**src/rtl/factorial_seq.sv**
```systemverilog
// -----------------------------------------------------------------------------
// factorial_seq
//   Multi-cycle factorial engine. Accepts one operand through a valid/ready
//   handshake and computes number! using one multiply per clock. The result
//   is presented through a second valid/ready handshake. Only one request is
//   in flight at a time. A sticky flag reports results that do not fit in
//   OUT_W bits; the returned value is then number! modulo 2**OUT_W.
//
// Parameters
//   N      width of the operand (largest operand 2**N-1)
//   OUT_W  width of the factorial result
//
// Ports
//   clk        in   1      rising-edge clock
//   rst_n      in   1      asynchronous active-low reset
//   in_valid   in   1      request valid
//   in_ready   out  1      engine can accept a request (high only in IDLE)
//   number     in   N      operand, sampled on accept
//   out_valid  out  1      result valid
//   out_ready  in   1      consumer accepts the result
//   factorial  out  OUT_W  number! truncated to OUT_W bits
//   overflow   out  1      true result exceeded 2**OUT_W-1
//   busy       out  1      engine is not in IDLE
// -----------------------------------------------------------------------------
module factorial_seq #(
  parameter int N     = 4,
  parameter int OUT_W = 32
) (
  input  logic             clk,
  input  logic             rst_n,
  input  logic             in_valid,
  output logic             in_ready,
  input  logic [N-1:0]     number,
  output logic             out_valid,
  input  logic             out_ready,
  output logic [OUT_W-1:0] factorial,
  output logic             overflow,
  output logic             busy
);

  localparam logic [1:0] IDLE = 2'd0;
  localparam logic [1:0] CALC = 2'd1;
  localparam logic [1:0] DONE = 2'd2;

  logic [1:0]         state_q, state_d;
  logic [OUT_W-1:0]   acc_q, acc_d;
  logic [N-1:0]       i_q, i_d;
  logic [N-1:0]       n_q, n_d;
  logic               ovf_q, ovf_d;
  logic [OUT_W-1:0]   factorial_q, factorial_d;
  logic               overflow_q, overflow_d;
  logic               out_valid_q, out_valid_d;

  // Full-width product, so bits above OUT_W reveal overflow of this step.
  logic [OUT_W+N-1:0] prod;
  logic               prod_hi;

  always_comb begin
    prod        = {{N{1'b0}}, acc_q} * {{OUT_W{1'b0}}, i_q};
    prod_hi     = |prod[OUT_W+N-1:OUT_W];

    state_d     = state_q;
    acc_d       = acc_q;
    i_d         = i_q;
    n_d         = n_q;
    ovf_d       = ovf_q;
    factorial_d = factorial_q;
    overflow_d  = overflow_q;
    out_valid_d = out_valid_q;

    case (state_q)
      IDLE: begin
        if (in_valid) begin
          n_d   = number;
          acc_d = {{(OUT_W-1){1'b0}}, 1'b1};
          i_d   = N'(2);
          ovf_d = 1'b0;
          if (number <= N'(1)) begin
            // 0! and 1! need no multiply: publish the result directly.
            state_d     = DONE;
            factorial_d = {{(OUT_W-1){1'b0}}, 1'b1};
            overflow_d  = 1'b0;
            out_valid_d = 1'b1;
          end else begin
            state_d = CALC;
          end
        end
      end

      CALC: begin
        acc_d = prod[OUT_W-1:0];
        ovf_d = ovf_q | prod_hi;
        if (i_q == n_q) begin
          // Last multiply: register the result straight into the outputs.
          state_d     = DONE;
          factorial_d = prod[OUT_W-1:0];
          overflow_d  = ovf_q | prod_hi;
          out_valid_d = 1'b1;
        end else begin
          // i stops at n <= 2**N-1, so this increment cannot wrap.
          i_d = i_q + N'(1);
        end
      end

      DONE: begin
        if (out_ready) begin
          state_d     = IDLE;
          out_valid_d = 1'b0;
        end
      end

      default: begin
        state_d     = IDLE;
        out_valid_d = 1'b0;
      end
    endcase
  end

  always_ff @(posedge clk or negedge rst_n) begin
    if (!rst_n) begin
      state_q     <= IDLE;
      acc_q       <= {{(OUT_W-1){1'b0}}, 1'b1};
      i_q         <= '0;
      n_q         <= '0;
      ovf_q       <= 1'b0;
      factorial_q <= '0;
      overflow_q  <= 1'b0;
      out_valid_q <= 1'b0;
    end else begin
      state_q     <= state_d;
      acc_q       <= acc_d;
      i_q         <= i_d;
      n_q         <= n_d;
      ovf_q       <= ovf_d;
      factorial_q <= factorial_d;
      overflow_q  <= overflow_d;
      out_valid_q <= out_valid_d;
    end
  end

  assign in_ready  = (state_q == IDLE);
  assign busy      = (state_q != IDLE);
  assign out_valid = out_valid_q;
  assign factorial = factorial_q;
  assign overflow  = overflow_q;

endmodule

```
**config.mk**
```make
export PLATFORM = sky130hd
export DESIGN_NAME = factorial_seq
export DESIGN_NICKNAME = d
export VERILOG_FILES = /design/src/rtl/factorial_seq.sv
export SDC_FILE = /design/constraint.sdc
export NUM_CORES = 1
export LEC_CHECK = 0
export BUFFER_PORTS_ARGS = -buffer_cell sky130_fd_sc_hd__buf_2
export CAP_MARGIN = 20
export CORE_ASPECT_RATIO = 0.75
export CORE_MARGIN = 3
export CORE_UTILIZATION = 55
export CTS_BUF_LIST = sky130_fd_sc_hd__clkbuf_16
export DETAILED_ROUTE_END_ITERATION = 8
export PLACE_DENSITY = 0.73
export SYNTH_ARGS = -nofsm -noshare
export SYNTH_HDL_FRONTEND = slang
export SYNTH_SLANG_ARGS = --single-unit
```
**constraint.sdc**
```tcl
create_clock -name clk -period 4.3 [get_ports clk]
set_input_delay 0.86 -clock clk [delete_from_list [all_inputs] [get_ports clk]]
set_output_delay 0.86 -clock clk [all_outputs]
set_load 0.1 [all_outputs]
```
==> results of run 1 <==
through the flow:
step | hold WS, ns | setup TNS (ns)
2_1_floorplan | 0.467 | 0
3_3_place_gp | 0.453 | 0
3_5_place_dp | 0.464 | 0
4_1_cts | 0.480 | 0
5_1_grt | 0.508 | -0.0148
6_report | 0.474 | 0
timing repair:
action | CTS | global route
setup buffers | 0 | 6
gates resized for setup | 0 | 15
endpoints found under the setup margin | 0 | 18
routing by layer:
layer  part of all wire  GRT usage  up-vias
met5                  0          0        -
met3              0.069     0.0504       22
met1               0.51      0.405     2910
li1                   -          -     2950
met2               0.41      0.348      176
met4              0.013     0.0573        0
worst reg2reg max path, delay by kind of cell, from the launching register on:
family                   cells  cell delay [ns]
adder cells (fa/ha/maj)      3             1.35
AO/OA/AOI/OAI                5             0.79
flip-flops                   1             0.41
XOR/XNOR                     1             0.31
buffers and inverters        5             0.57
AND/OR/NAND/NOR              3             0.68
logic make-up after synthesis:
kind of cell / Yosys count / synth area share
adders and majority gates: 101 / 0.233
xor gates and xnor gates: 34 / 0.0406
buffers and inverters: 158 / 0.0857
muxes: 3 / 0.00409
AOI/OAI and AO/OA: 170 / 0.147
and+or+nand+nor: 350 / 0.227
DFF: 77 / 0.263
where the power goes:
group / internal [mW] / switching (mW) / total, mW
clock: 0.518 / 0.344 / 0.863
combinational: 0.930 / 2.34 / 3.27
sequential: 0.981 / 0.296 / 1.28
sequential cells by signal, indices dropped and copies added, names as in the netlist:
signal and flops:
n_q 4, overflow 1, out_valid 1, state_q 2, ovf_q 1, acc_q 32, i_q 4, factorial 32
worst min path at each step:
stage	to	slack, ns	cells after the start
floorplan	n_q[0]$_DFFE_PN0P_	0.47	2
global placement	factorial[30]$_DFFE_PN0P_	0.45	2
detailed placement	factorial[0]$_DFFE_PN0P_	0.46	1
CTS	factorial[12]$_DFFE_PN0P_	0.48	2
global route	factorial[0]$_DFFE_PN0P_	0.51	1
finish	factorial[8]$_DFFE_PN0P_	0.47	2
Yosys cell counts, types with 4 or more instances:
master	count	area, sq um
a211oi_1	7	52.6
a21o_1	10	75.1
a21oi_1	45	225
and2_1	93	582
and3_1	5	31.3
and4_1	5	43.8
buf_2	10	50.1
clkbuf_1	29	109
dfrtp_1	76	1900
fa_1	60	1200
ha_1	41	513
inv_1	113	424
nand2_1	182	683
nand2b_1	4	25.0
nand3_1	12	60.1
nand4_1	4	25.0
nor2_1	25	93.8
nor3_1	11	55.1
o211ai_1	6	45.0
o21ai_0	56	280
o31ai_1	7	52.6
xnor2_1	18	158
xor2_1	16	140
area by class of cell:
class | count | share of cell area
Clock buffer | 9 | 0.0276
Clock inverter | 7 | 0.0126
Inverter | 113 | 0.0519
Multi-Input combinational cell | 658 | 0.591
Sequential cell | 77 | 0.236
Tap cell | 166 | 0.0254
Timing Repair Buffer | 72 | 0.0548
==> impl_metrics.ini, run 1 <==
[critical_path]
cp_num_cells = 17
cp.required_ns = 4.59
crit_type = reg -> reg
critPathCaptureType = flop
worst-path-buf-inv = 5
ff2ff_path_depth = 17
path_cells = buf_12 > and2_1 > fa_1 > inv_1 > fa_1 > inv_1 > ha_1 > buf_4 > nand4_1 > nor4_2 > a211oi_1 > buf_4 > o21ai_2 > a21oi_2 > o21ai_1 > xor2_1 > a22o_1
critPathLaunchType = flop
r2r-start = i_q[3]$_DFFE_PN0P_
crit_end = acc_q[31]$_DFFE_PN0P_
cp-startpoint = i_q[3]$_DFFE_PN0P_
cpLargestDelayFamily = adder cells
worstPathMaxFanout = 25
reg2reg_to = acc_q[31]$_DFFE_PN0P_
cpMaxStageDelayCell = fa_1
r2r_setup_slack_ns = 0.15
cp_data_arrival_time_ns = 4.44
max_stage_delay_ns = 0.53

[placement]
gp_congestion = 0.973
place_ws_ns = 0.0590
place_area_sq_mm = 0.00776
dpl.hpwl_um = 13600
port-buffer-count = 43
dp.cells = 1080

[timing]
finalCriticalPeriod_ns = 4.15
skew_ns = 0.0101
tightest_slew_ns = 0.969
slew_viol_final = 0
fin_crit_sh = 0.966
setup_viol = 0
slew_headroom = 0.354
hold_viol = 0
fmax_ghz = 0.241
setup_ws_ns = 0.146

[clock_network]
insertion_delay_ns = 0.35
numCtsBuffers = 9
cts-root-buf = clkbuf_16
postCtsHoldBufs = 0
clockBufferDepth = 2
cts.sinks = 77
cts_tree = yes
htreeDepth = 3
path_clk_slew_ns = 0.07

[synthesis]
yosysWarnings = 0
syn_avg_cell_area_sq_um = 8.22
ys_ff_latch = 77
yosysSeqAreaShare = 0.263
synth_ff_type = dfrtp_1
ys_types = 58
synth_edf_count = 0
synth_nets = 1002
synthCells = 893
syn_area_sq_mm = 0.00734
synthArstFlopShare = 1.00

[final_layout]
fillCellCount = 1075
layout-drive-gt1-share = 0.122
final_cell_mix = nand2_1 (182), inv_1 (113), and2_1 (93), dfrtp_1 (74), fa_1 (60)
fin_util = 0.645
nets = 1040
diodes = 0
register_area_sq_mm = 0.00193
mostFrequentLayoutCell = nand2_1
multiInputGateArea_sq_mm = 0.00483
instances_no_fill = 1102
syn_to_final_growth_pct = 11.2
fin_area_sq_mm = 0.00817

[detailed_routing]
postRouteAntennaNets = 0
dr_total_vias = 6058
vias_per_cell = 5.50
drtIter0Drc = 400
drt_pre_antenna_iters = 4
route.final.wire_length_um = 17800
wl_per_cell_um = 16.2
drc_errors = 0

[global_route]
grt_pass1_wl_um = 30400
grt_max_degree = 78
track_usage = 0.252
grt_pass1_vias = 5877
antenna_found_initial = 0
grt_overflow = 0

[hold_path]
hold_class = reg -> reg
holdCritStartpoint = factorial[8]$_DFFE_PN0P_

[flow_run]
drv_cap = 0

[floorplan]
die_w_um = 139
initial_core_util = 0.580
ios = 44
die_h_um = 106
dieArea_sq_mm = 0.0148
core-area_sq_mm = 0.0127
core.rowCount = 35

[power]
total_power_mw = 5.41
vdd_ir_drop_max_mv = 0.760
leakagePower_nw = 4.22
powerDensity_mw_per_mm2 = 662

[run_status]
outcome = complete, no violations
(Power assumes the default switching activity.)
==> run 2: changes to the inputs <==
--- a/config.mk
+++ b/config.mk
@@ -5,6 +5,7 @@
 export SDC_FILE = /design/constraint.sdc
 export NUM_CORES = 1
 export LEC_CHECK = 0
+export ABC_AREA = 1
 export BUFFER_PORTS_ARGS = -buffer_cell sky130_fd_sc_hd__buf_2
 export CAP_MARGIN = 20
 export CORE_ASPECT_RATIO = 0.75
@@ -12,6 +13,7 @@
 export CORE_UTILIZATION = 55
 export CTS_BUF_LIST = sky130_fd_sc_hd__clkbuf_16
 export DETAILED_ROUTE_END_ITERATION = 8
+export GPL_TIMING_DRIVEN = 0
 export PLACE_DENSITY = 0.73
 export SYNTH_ARGS = -nofsm -noshare
 export SYNTH_HDL_FRONTEND = slang
==> constraint.sdc (replaced) <==
create_clock -name clk -period 4.02 [get_ports clk]
set_input_delay 0.804 -clock clk [delete_from_list [all_inputs] [get_ports clk]]
set_output_delay 0.804 -clock clk [all_outputs]
set_load 0.1 [all_outputs]
==> impl_metrics.ini, run 2 <==
[run_status]
outcome = complete, no violations

[power]
total_power_mw = 6.18
leakagePower_nw = 5.48
vdd_ir_drop_max_mv = 0.774
powerDensity_mw_per_mm2 = 700

[timing]
tns_ns = 0
setup_viol = 0
slew_viol_final = 0
skew_ns = 0.00900
slew_headroom = 0.497
hold_viol = 0
fin_crit_sh = 0.948
tightest_slew_ns = 0.755
fmax_ghz = 0.262
finalCriticalPeriod_ns = 3.81

[floorplan]
die_w_um = 143
ios = 44
dieArea_sq_mm = 0.0156
core.rowCount = 37
initial_core_util = 0.565
die_h_um = 109
core-area_sq_mm = 0.0138

[clock_network]
numCtsBuffers = 9
cts_tree = yes
cts-root-buf = clkbuf_16
htreeDepth = 3
postCtsHoldBufs = 0
cts.sinks = 77
insertion_delay_ns = 0.35
clockBufferDepth = 2
path_clk_slew_ns = 0.06

[detailed_routing]
drt_pre_antenna_iters = 6
drtIter0Drc = 499
route.final.wire_length_um = 19800
wl_per_cell_um = 14.5
vias_per_cell = 5.04
dr_total_vias = 6915
postRouteAntennaNets = 0
drc_errors = 0

[critical_path]
cp.required_ns = 4.26
r2r_setup_slack_ns = 0.21
cp_data_arrival_time_ns = 4.05
critPathLaunchType = flop
reg2reg_to = overflow$_DFFE_PN0P_
critPathCaptureType = flop
r2r-start = i_q[2]$_DFFE_PN0P_
crit_type = reg -> reg
ff2ff_path_depth = 21
worstPathMaxFanout = 10

[synthesis]
synth_edf_count = 0
syn_avg_cell_area_sq_um = 6.87
syn_area_sq_mm = 0.00779
synthCells = 1134
ys_ff_latch = 77
yosysSeqAreaShare = 0.247
synth_common_cells = nand2_1 (408), inv_1 (269), dfrtp_1 (76), fa_1 (60), nor2_1 (51)
yosysWarnings = 0
yosysMostFrequentCell = nand2_1
ys_top_cells_by_area = dfrtp_1 (24%), nand2_1 (20%), fa_1 (15%)
synth_ff_type = dfrtp_1
synthArstFlopShare = 1.00
ys_types = 32
synth.top_cell.area_share = 0.244
yosysTopAreaCell = dfrtp_1
synth_nets = 1243

[final_layout]
syn_to_final_growth_pct = 13.3
register_area_sq_mm = 0.00193
final_cell_mix = nand2_1 (395), inv_1 (269), dfrtp_1 (76), fa_1 (60), nor2_1 (44)
fin_util = 0.640
fin_area_sq_mm = 0.00883
layout-drive-gt1-share = 0.136
nets = 1300
mostFrequentLayoutCell = nand2_1
instances_no_fill = 1371
diodes = 0
fillCellCount = 1281
multiInputGateArea_sq_mm = 0.00489

[global_route]
grt_pass1_vias = 6637
antenna_found_initial = 0
grt_overflow = 0
track_usage = 0.264
grt_max_degree = 42
grt_pass1_wl_um = 32300

[placement]
gp_congestion = 0.970
dp.cells = 1353
dpl.hpwl_um = 15400
place_area_sq_mm = 0.00825
port-buffer-count = 43

[hold_path]
hold_class = in -> async

[flow_run]
drv_cap = 0
[run 2: changes by cell type after synthesis, sizes merged, moves of 7 or more]
| cell | before | now |
|---|---|---|
| nand2 | 182 | 408 |
| xnor2 | 18 | 3 |
| o21ai | 61 | 52 |
| o21bai | 3 | 11 |
| nand3 | 12 | 46 |
| inv | 113 | 270 |
| or2 | 1 | 11 |
| and2 | 94 | 0 |
| nor2 | 25 | 52 |
| a21o | 10 | 3 |
| xor2 | 16 | 3 |
| clkbuf | 30 | 16 |
[run 2: cells by family (layout without fill, tap and decap cells)]
family | after synthesis | in the layout | share of synthesized area
xor+xnor | 6 | 6 | 0.00963
compound gates | 116 | 116 | 0.0936
flops | 77 | 77 | 0.247
fa+ha+maj | 101 | 101 | 0.220
simple gates | 535 | 535 | 0.277
buf+inv | 299 | 361 | 0.152
[run 2: worst max-delay path by stage]
stage | start | to | slack [ns] | cells after the start
after CTS | i_q[3]$_DFFE_PN0P_ | factorial[30]$_DFFE_PN0P_ | 0.008 | 19
after floorplan | state_q[1]$_DFFE_PN0P_ | i_q[0]$_DFFE_PN0P_ | 0.18 | 8
after detailed placement | i_q[3]$_DFFE_PN0P_ | acc_q[24]$_DFFE_PN0P_ | -0.32 | 17
after global routing | i_q[1]$_DFFE_PN0P_ | overflow$_DFFE_PN0P_ | -0.003 | 21
final | i_q[2]$_DFFE_PN0P_ | overflow$_DFFE_PN0P_ | 0.21 | 21
after global placement | i_q[3]$_DFFE_PN0P_ | acc_q[22]$_DFFE_PN0P_ | -0.26 | 17
[run 2: per-stage QoR]
| stage | setup slack, ns | hold WS, ns |
|---|---|---|
| 3_5_place_dp | -0.322 | 0.463 |
| 3_3_place_gp | -0.265 | 0.458 |
| 4_1_cts | 0.00751 | 0.431 |
| 2_1_floorplan | 0.176 | 0.449 |
| 6_report | 0.208 | 0.419 |
| 5_1_grt | -0.00298 | 0.442 |
[run 2: metal layers]
metal | GRT usage | vias to the layer above | part of all wire
met5 | 0 | - | 0
met4 | 0.0598 | 0 | 0.016
met3 | 0.0609 | 30 | 0.056
met2 | 0.409 | 202 | 0.44
met1 | 0.380 | 3203 | 0.49
li1 | - | 3480 | -
[run 2: report_power, final]
group          leakage [nW]  internal [mW]  total [mW]  switching (mW)
logic                  4.33           1.16        4.10            2.94
clock network         0.135          0.476       0.818           0.342
registers              1.02           1.04        1.26           0.223
total                  5.48           2.67        6.18            3.51
[run 2: worst max-delay path, stage by stage (launching register included)]
cell	delay (ns)
dfrtp_1	0.38
buf_6	0.15
buf_2	0.21
nand2_1	0.09
inv_1	0.05
fa_1	0.51
inv_1	0.06
fa_1	0.53
inv_1	0.04
ha_1	0.36
a21oi_1	0.22
nand2_1	0.12
a21oi_1	0.12
nand2_1	0.13
nand2_1	0.14
nand2_1	0.07
nand2_1	0.06
nand2_1	0.04
nor2_1	0.09
nand3_1	0.13
nand3_1	0.11
nand2_1	0.07
[run 2: final cells by class]
class | instances | area share
repair buffers | 46 | 0.0286
multi-input cells | 758 | 0.554
inverters | 270 | 0.115
well taps | 175 | 0.0248
clock buffers | 9 | 0.0255
flip-flops and latches | 77 | 0.218
clock inverters | 7 | 0.00751
plain buffers | 29 | 0.0258
[run 2: what timing repair did]
| item | CTS | global route |
|---|---|---|
| pin swaps | 0 | 3 |
| endpoints found under the setup margin | 40 | 36 |
| resized for setup | 9 | 71 |
| buffers inserted | 0 | 2 |
==> run 3: changes to the inputs <==
--- a/config.mk
+++ b/config.mk
@@ -5,7 +5,6 @@
 export SDC_FILE = /design/constraint.sdc
 export NUM_CORES = 1
 export LEC_CHECK = 0
-export ABC_AREA = 1
 export BUFFER_PORTS_ARGS = -buffer_cell sky130_fd_sc_hd__buf_2
 export CAP_MARGIN = 20
 export CORE_ASPECT_RATIO = 0.75
@@ -15,6 +14,7 @@
 export DETAILED_ROUTE_END_ITERATION = 8
 export GPL_TIMING_DRIVEN = 0
 export PLACE_DENSITY = 0.73
+export RECOVER_POWER = 100
 export SYNTH_ARGS = -nofsm -noshare
 export SYNTH_HDL_FRONTEND = slang
 export SYNTH_SLANG_ARGS = --single-unit
==> impl_metrics.ini, run 3 (synthesis results as in run 1) <==
[run_status]
outcome = complete, but fails checks
violations = max-capacitance violations, max-slew violations, negative setup slack

[clock_network]
path_clk_slew_ns = 0.07
htreeDepth = 3
insertion_delay_ns = 0.35
cts-root-buf = clkbuf_16
clockBufferDepth = 2
postCtsHoldBufs = 0
cts.sinks = 77
numCtsBuffers = 9
cts_tree = yes

[detailed_routing]
route.final.wire_length_um = 22500
dr_total_vias = 6830
drt_pre_antenna_iters = 6
drc_errors = 0
wl_per_cell_um = 19.3
postRouteAntennaNets = 0
drtIter0Drc = 827
vias_per_cell = 5.87

[power]
vdd_ir_drop_max_mv = 0.693
p_seq_frac = 0.199
power_frac_clock = 0.126
powerDensity_mw_per_mm2 = 730
switching_share = 0.548
internal-power_mw = 3.03
power.switching_mw = 3.67
total_power_mw = 6.70
pwr-share-comb = 0.675
leakagePower_nw = 4.55

[global_route]
grt_use_met1 = 0.429
track_usage = 0.293
grt_max_degree = 49
grt_pass1_wl_um = 34300
antenna_found_initial = 1
use_met2 = 0.431
grt_util_met3 = 0.0827
grt_overflow = 0
grt_pass1_vias = 6514
busiest_layer = met2

[floorplan]
core.rowCount = 35
die_h_um = 106
dieArea_sq_mm = 0.0148
core-area_sq_mm = 0.0127
die_w_um = 139
initial_core_util = 0.580
ios = 44

[timing]
slew_headroom = -0.130
finalCriticalPeriod_ns = 4.20
setup_viol = 21
fmax_ghz = 0.238
setup_ws_ns = -0.182
hold-worst-slack_ns = 0.478
rsz0062_at_grt = true
fin_crit_sh = 1.05
slew_viol_final = 31
hold_viol = 0
skew_ns = 0.00748
tightest_slew_ns = 1.70

[final_layout]
final_cell_mix = nand2_1 (180), inv_1 (104), and2_1 (82), dfrtp_1 (74), fa_1 (59)
syn_to_final_growth_pct = 25.1
nets = 1100
layout-drive-gt1-share = 0.236
mostFrequentLayoutCell = nand2_1
fillCellCount = 925

[critical_path]
critPathCaptureType = flop
cp_data_arrival_time_ns = 4.42
crit_type = reg -> reg
critPathLaunchType = flop
worstPathMaxFanout = 8
cp.required_ns = 4.24

[placement]
port-buffer-count = 43
gp_congestion = 0.987
dpl.hpwl_um = 15200

[hold_path]
hold_class = reg -> reg

[flow_run]
drv_cap = 1
==> run 3: cell types whose count changed in the layout (fill, tap and decap cells not counted), sizes merged, moves of 10 or more <==
cell,previous run,this run
or2,11,1
nand3,46,12
xnor2,3,18
inv,270,117
and2,0,94
nor2,52,25
clkbuf,21,35
buf,63,106
xor2,3,16
nand2,408,182
==> run 3: what timing repair did <==
action	CTS	global route
pin swaps	39	64
setup endpoints to repair	49	35
gates cloned	2	1
setup buffers	20	27
gates resized for setup	95	91
==> run 3: worst paths after layout <==
| path | depth (start not counted) | to | slack, ns | start |
|---|---|---|---|---|
| min in group asynchronous | 1 | acc_q[6]$_DFFE_PN0P_ | 0.89 | rst_n |
| setup reg to reg | 19 | ovf_q$_DFFE_PN0P_ | -0.18 | i_q[1]$_DFFE_PN0P_ |
| hold / removal | 2 | factorial[7]$_DFFE_PN0P_ | 0.48 | factorial[7]$_DFFE_PN0P_ |
| setup / recovery | 19 | ovf_q$_DFFE_PN0P_ | -0.18 | i_q[1]$_DFFE_PN0P_ |
| hold reg to reg | 2 | factorial[7]$_DFFE_PN0P_ | 0.48 | factorial[7]$_DFFE_PN0P_ |
| max in group asynchronous | 2 | i_q[3]$_DFFE_PN0P_ | 1.10 | rst_n |
==> run 3: final cells by class <==
cell class / instances / area [sq um] / area share
Antenna cell: 1 / 2.50 / 0.000272
Buffer: 39 / 305 / 0.0332
Clock buffer: 9 / 225 / 0.0245
Clock inverter: 7 / 73.8 / 0.00804
Inverter: 113 / 424 / 0.0462
Multi-Input combinational cell: 658 / 5380 / 0.586
Sequential cell: 77 / 1930 / 0.210
Tap cell: 166 / 208 / 0.0226
Timing Repair Buffer: 93 / 636 / 0.0692
==> run 3: per-layer routing <==
metal  routed length [um]  share of wire
met1                 9760           0.43
met2                 9920           0.44
met3                 2380           0.11
met4                  397          0.018
met5                    0              0
==> run 3: power groups by stage <==
stage	Sequential, mW	Combinational [mW]	Clock, mW
after floorplan	2.02	1.96	0
after global placement	1.29	3.56	0
after detailed placement	1.29	3.61	0
after CTS	1.32	3.94	0.840
after global routing	1.37	4.83	0.874
final	1.34	4.52	0.843
==> run 3: critical path, stage by stage (launching register included) <==
cell	delay [ns]
dfrtp_2	0.49
buf_6	0.16
clkbuf_16	0.15
and2_1	0.14
fa_1	0.49
inv_1	0.06
fa_1	0.53
inv_2	0.05
ha_4	0.30
nand4_1	0.21
buf_4	0.24
o21ai_2	0.17
a211oi_2	0.06
buf_4	0.18
o211ai_1	0.17
buf_4	0.17
a21oi_2	0.07
xnor2_2	0.19
a22oi_2	0.17
o21ai_1	0.10
==> run 3: per-stage QoR <==
stage | setup WS, ns | area [sq um] | cells | TNS, ns | utilization
after global placement | -1.10 | 7770 | 1102 | -29.62 | 0.614
final | -0.182 | 9190 | 1163 | -2.23 | 0.726
after floorplan | 0.109 | 7340 | 893 | 0 | -
after CTS | -0.179 | 8640 | 1137 | -1.56 | 0.683
after detailed placement | -1.15 | 7800 | 1103 | -30.44 | 0.616
after global routing | -0.308 | 9190 | 1163 | -5.17 | 0.726
